**config.mk**
```make
export PLATFORM = sky130hd
export DESIGN_NAME = fetch_unit
export DESIGN_NICKNAME = d
export VERILOG_FILES = /design/src/rtl/arm_pkg.sv /design/src/rtl/prefetch_fifo.sv /design/src/rtl/fetch_unit.sv
export SDC_FILE = /design/constraint.sdc
export NUM_CORES = 1
export LEC_CHECK = 0
export CORE_ASPECT_RATIO = 0.75
export CORE_MARGIN = 2
export CORE_UTILIZATION = 53
export DETAILED_ROUTE_END_ITERATION = 12
export GPL_ROUTABILITY_DRIVEN = 1
export PLACE_DENSITY = 0.93
export REMOVE_ABC_BUFFERS = 1
export SETUP_SLACK_MARGIN = 0.5
export SYNTH_ARGS = -nofsm -noshare
export SYNTH_HDL_FRONTEND = slang
export SYNTH_HIERARCHICAL = 1
export SYNTH_SLANG_ARGS = --single-unit
```
**constraint.sdc**
```tcl
create_clock -name clk -period 7.3 [get_ports clk]
set_input_delay 0.73 -clock clk [delete_from_list [all_inputs] [get_ports clk]]
set_output_delay 0.73 -clock clk [all_outputs]
set_load 0.02 [all_outputs]
```
**src/rtl/arm_pkg.sv**
```systemverilog
// Shared ARMv4 core types and constants.
// Used by the fetch stage and its prefetch buffer.
package arm_pkg;

  localparam int          WORD_W               = 32;
  localparam int          PF_DEPTH_DEFAULT     = 2;
  localparam logic [31:0] RESET_VECTOR_DEFAULT = 32'h0000_0000;

  // One prefetched instruction together with the address it was fetched from.
  typedef struct packed {
    logic [WORD_W-1:0] inst;
    logic [WORD_W-1:0] pc;
  } fetch_entry_t;

  function automatic logic [WORD_W-1:0] word_align(input logic [WORD_W-1:0] addr);
    return addr & ~32'h0000_0003;
  endfunction

endpackage

```
**src/rtl/prefetch_fifo.sv**
```systemverilog
// Small in-order buffer of fetched instructions between memory and decode.
// Flush has priority over push and pop; pointers wrap naturally (power-of-2 depth).
module prefetch_fifo
  import arm_pkg::*;
#(
  parameter int PF_DEPTH = PF_DEPTH_DEFAULT,
  localparam int PTR_W   = $clog2(PF_DEPTH),
  localparam int CNT_W   = PTR_W + 1
) (
  input  logic             clk,
  input  logic             rst,
  input  logic             push,
  input  fetch_entry_t     push_data,
  input  logic             pop,
  input  logic             flush,
  output fetch_entry_t     head,
  output logic             full,
  output logic             empty,
  output logic [CNT_W-1:0] count
);

  localparam logic [CNT_W-1:0] DEPTH_C = CNT_W'(PF_DEPTH);

  fetch_entry_t     mem_q [PF_DEPTH];
  logic [PTR_W-1:0] wr_ptr_q, wr_ptr_d;
  logic [PTR_W-1:0] rd_ptr_q, rd_ptr_d;
  logic [CNT_W-1:0] count_q, count_d;
  logic             push_en;
  logic             pop_en;

  assign full    = (count_q == DEPTH_C);
  assign empty   = (count_q == '0);
  assign count   = count_q;
  assign head    = mem_q[rd_ptr_q];

  // Overflow/underflow guards keep the pointers coherent even if a caller misbehaves.
  assign push_en = push & ~full & ~flush;
  assign pop_en  = pop & ~empty & ~flush;

  always_comb begin
    wr_ptr_d = wr_ptr_q;
    rd_ptr_d = rd_ptr_q;
    count_d  = count_q;
    if (flush) begin
      rd_ptr_d = wr_ptr_q;
      count_d  = '0;
    end else begin
      if (push_en) wr_ptr_d = wr_ptr_q + PTR_W'(1);
      if (pop_en)  rd_ptr_d = rd_ptr_q + PTR_W'(1);
      case ({push_en, pop_en})
        2'b10:   count_d = count_q + CNT_W'(1);
        2'b01:   count_d = count_q - CNT_W'(1);
        default: count_d = count_q;
      endcase
    end
  end

  always_ff @(posedge clk or posedge rst) begin
    if (rst) begin
      wr_ptr_q <= '0;
      rd_ptr_q <= '0;
      count_q  <= '0;
    end else begin
      wr_ptr_q <= wr_ptr_d;
      rd_ptr_q <= rd_ptr_d;
      count_q  <= count_d;
    end
  end

  // Storage needs no reset: an entry is only visible once count covers it.
  always_ff @(posedge clk) begin
    if (push_en) begin
      mem_q[wr_ptr_q] <= push_data;
    end
  end

endmodule

```
**src/rtl/fetch_unit.sv**
```systemverilog
// ARMv4 instruction fetch: owns the fetch PC, issues word reads, buffers them
// in the prefetch FIFO and hands them to decode in order with their PC and PC+8.
module fetch_unit
  import arm_pkg::*;
#(
  parameter int          PF_DEPTH     = PF_DEPTH_DEFAULT,
  parameter logic [31:0] RESET_VECTOR = RESET_VECTOR_DEFAULT
) (
  input  logic        clk,
  input  logic        rst,
  output logic        imem_req,
  output logic [31:0] imem_addr,
  input  logic        imem_ack,
  input  logic [31:0] imem_rdata,
  input  logic        branch_valid,
  input  logic [31:0] branch_target,
  input  logic        stall,
  output logic        inst_valid,
  output logic [31:0] inst,
  output logic [31:0] inst_pc,
  output logic [31:0] pc_plus8
);

  localparam int               CNT_W   = $clog2(PF_DEPTH) + 1;
  localparam logic [CNT_W-1:0] DEPTH_C = CNT_W'(PF_DEPTH);

  logic [31:0]      fetch_pc_q, fetch_pc_d;
  logic             transfer;
  logic             pop;
  logic             fifo_full;
  logic             fifo_empty;
  logic [CNT_W-1:0] fifo_count;
  fetch_entry_t     push_entry;
  fetch_entry_t     head_entry;

  // A redirect suppresses the request so nothing is accepted in the flush cycle.
  assign imem_req   = ~rst & ~fifo_full & ~branch_valid;
  assign imem_addr  = fetch_pc_q;
  assign transfer   = imem_req & imem_ack;

  assign inst_valid = ~fifo_empty;
  assign pop        = inst_valid & ~stall & ~branch_valid;

  assign push_entry.inst = imem_rdata;
  assign push_entry.pc   = fetch_pc_q;

  // Zero the decode outputs while empty so a flushed head never leaks through.
  assign inst     = inst_valid ? head_entry.inst : '0;
  assign inst_pc  = inst_valid ? head_entry.pc   : '0;
  assign pc_plus8 = inst_pc + 32'd8;

  always_comb begin
    fetch_pc_d = fetch_pc_q;
    if (branch_valid) begin
      fetch_pc_d = word_align(branch_target);
    end else if (transfer) begin
      fetch_pc_d = fetch_pc_q + 32'd4;
    end
  end

  always_ff @(posedge clk or posedge rst) begin
    if (rst) begin
      fetch_pc_q <= RESET_VECTOR;
    end else begin
      fetch_pc_q <= fetch_pc_d;
    end
  end

  prefetch_fifo #(
    .PF_DEPTH (PF_DEPTH)
  ) u_prefetch_fifo (
    .clk       (clk),
    .rst       (rst),
    .push      (transfer),
    .push_data (push_entry),
    .pop       (pop),
    .flush     (branch_valid),
    .head      (head_entry),
    .full      (fifo_full),
    .empty     (fifo_empty),
    .count     (fifo_count)
  );

  // Occupancy sanity: full and empty are exclusive and count never exceeds depth.
  always_ff @(posedge clk) begin
    if (!rst) begin
      assert (!(fifo_full && fifo_empty) && (fifo_count <= DEPTH_C));
    end
  end

endmodule

```
==> run metrics <==
status finished clean; die width about 140 um; number of buffers added on ports ~190; FF-to-FF End u_prefetch_fifo/mem_q[1][63]; Total Wirelength approximately 19000 um; min-delay worst type register to register; syn avg cell area ~13 um2; hold violation count in the final report 0; Clock transition at path regs roughly 60 ps; Arr. time, crit path around 4200 ps; Fillers about 890; H-tree depth 4; Leak 3.61 nW; Post-DP HPWL roughly 13000 um; setup TNS 0 ps; leading area contributor after synthesis edfxtp_1; DRT Pass-1 Iters 5; CTS tree yes; Req. time, crit path about 6600 ps; commonest non-fill, non-tap cell in the layout clkdlybuf4s50_1; post-synthesis cell area 7650 um2; first-pass GRT wire length between 20000 and 30000 um; WL per Instance 19.2 um; routed vias roughly 5300; Ports between 150 and 200; CTS Hold Bufs 0; final setup vio count 0; worst slew pin tran between 1000 and 1500 ps; diode count 0; EDFF count, synth roughly 130; Synth area leaders edfxtp_1 (50%), dfrtp_1 (11%), mux2_2 (9.7%), nor2b_1 (4.8%), xor2_1 (4.2%); post-layout minimum cycle time 4930 ps; Util after Layout 0.742; multi-input logic area between 2000 and 3000 um2; Unique masters post-synth 48; async set or reset register ratio after synthesis 0.210; Inserted Clock Buffers 17; Final Power 0.00249 W; Worst-Skew Late Latency about 400 ps; via/cell ratio approximately 5.4; First DRT Iteration DRCs ~370; setup bufs post-CTS 0; chip height 108 um; top_reg_cell synth edfxtp_1; commonest cells after routing, fill and taps aside clkdlybuf4s50_1 (193), edfxtp_1 (128), mux2_2 (66), nor2b_1 (59), nand2_1 (48); # rows 37; Reg area between 4000 and 5000 um2; Fmax achieved a little over 0.2 GHz; Crit Path Class register to output pin; Residual DRC 0; Relative slew margins 0.181; clk_skew approximately 5.8 ps; worst reg2reg startpoint u_prefetch_fifo/count[1]; clock buffer depth 2; Min-Delay Endpoint u_prefetch_fifo/mem_q[1][31]; R2R cell count 6; fin. max-slew vios 0; GRT Total Usage 0.249; CTS resizes 0; sequential area share after synthesis 0.613; post-synth top area share 0.502; crit end category output pin; total clock sinks approximately 160; worst hold path depth 0; maximum fanout along the worst path 37; Final Cycle Share 0.675; share of cells above drive strength 1 0.158; Syn-to-layout area delta 35.1%; RSZ-0062 raised after global routing no; layout net count between 800 and 900; Starting Density 0.549; Die Area around 15000 um2; core footprint 13900 um2; final RePlAce weighted congestion roughly 0.85; initial antenna violation count 0; Root Driver clkbuf_16; synth warn 6; Mapped Cells 576; IR drop worst, VDD 0.206 mV; PD cells 241 nW/um2; CP Launch Type register; vias in the first global route about 5400; largest net degree at the start of global routing 64; number of max-cap violations 0; GRT overflow 0; DRT antenna net count 0; r2r setup slk around 4000 ps; #FFs+latches synth approximately 160; HP Start imem_addr[31]
logic make-up (layout without fill, tap and decap cells):
| family | count (synthesis) | after routing | synth area share |
|---|---|---|---|
| simple gates | 212 | 212 | 0.164 |
| flops | 162 | 162 | 0.613 |
| mux | 68 | 68 | 0.0997 |
| xor+xnor | 56 | 56 | 0.0651 |
| buf+inv | 39 | 245 | 0.0271 |
| compound gates | 36 | 36 | 0.0266 |
| fa+ha+maj | 2 | 2 | 0.00327 |
| other cells | 1 | 6 | 0.000490 |
critical path: stages (launching register included):
cell and delay (ps):
dfrtp_2 800, buf_4 610, mux2_2 260, nand2b_1 170
nor4_2 490, nand4_1 330, nor3b_2 280, xor2_1 200
clkdlybuf4s50_1 640
how the worst max path moves through the flow:
stage / startpoint / to / slack [ps]
finish: u_prefetch_fifo/rd_ptr_q / pc_plus8[26] / 2370
global placement: u_prefetch_fifo/rd_ptr_q / pc_plus8[26] / 2880
floorplan: u_prefetch_fifo/count[0] / pc_plus8[23] / 2060
detailed placement: u_prefetch_fifo/rd_ptr_q / pc_plus8[26] / 2820
global route: u_prefetch_fifo/rd_ptr_q / pc_plus8[20] / 2060
CTS: u_prefetch_fifo/rd_ptr_q / pc_plus8[26] / 2330
final cells by class:
class	instances	share of cell area
Inverter	13	0.00472
Timing Repair Buffer	201	0.192
Sequential cell	162	0.454
Multi-Input combinational cell	380	0.270
Tap cell	195	0.0236
Clock buffer	18	0.0415
Clock inverter	13	0.0139
power by group:
group / total, W / internal [W] / switching (W)
sequential: 0.00112 / 0.00105 / 0.0000713
combinational: 0.000507 / 0.000265 / 0.000242
clock: 0.000864 / 0.000528 / 0.000336
total: 0.00249 / 0.00184 / 0.000649
sequential cells by signal (all words and copies together), names as in the netlist:
register	flops
u_prefetch_fifo/wr_ptr_q	1
u_prefetch_fifo/count	2
u_prefetch_fifo/rd_ptr_q	1
u_prefetch_fifo/mem_q	128
imem_addr	30
routing by layer:
| metal | global-route usage | share of wire |
|---|---|---|
| met5 | 0 | 0 |
| met4 | 0.0799 | 0.014 |
| met3 | 0.0593 | 0.074 |
| met2 | 0.413 | 0.49 |
| met1 | 0.328 | 0.42 |
through the flow:
stage	setup WS [ps]	instances	hold WS [ps]	area, um2
after floorplan	2060	555	496	7510
after global placement	2880	951	516	9770
after detailed placement	2820	951	521	9770
after CTS	2330	982	539	10300
after global routing	2060	982	556	10300
final	2370	982	540	10300
synthesized netlist by cell type, types with 4 or more instances:
master    number
nand3_1       20
and3_1         7
nor3_1         4
mux2_2        66
o21ai_0       20
dfrtp_1       34
clkbuf_1      10
nand2_1       48
xnor2_1       18
buf_4         11
xor2_1        37
nor2_1        22
and4_1         6
nor2b_1       59
nor4_1         4
nand4_1       16
inv_1         13
edfxtp_1     128
a21oi_1        4
o21ai_1        5
No activity file was read; power rests on OpenSTA's default activity.
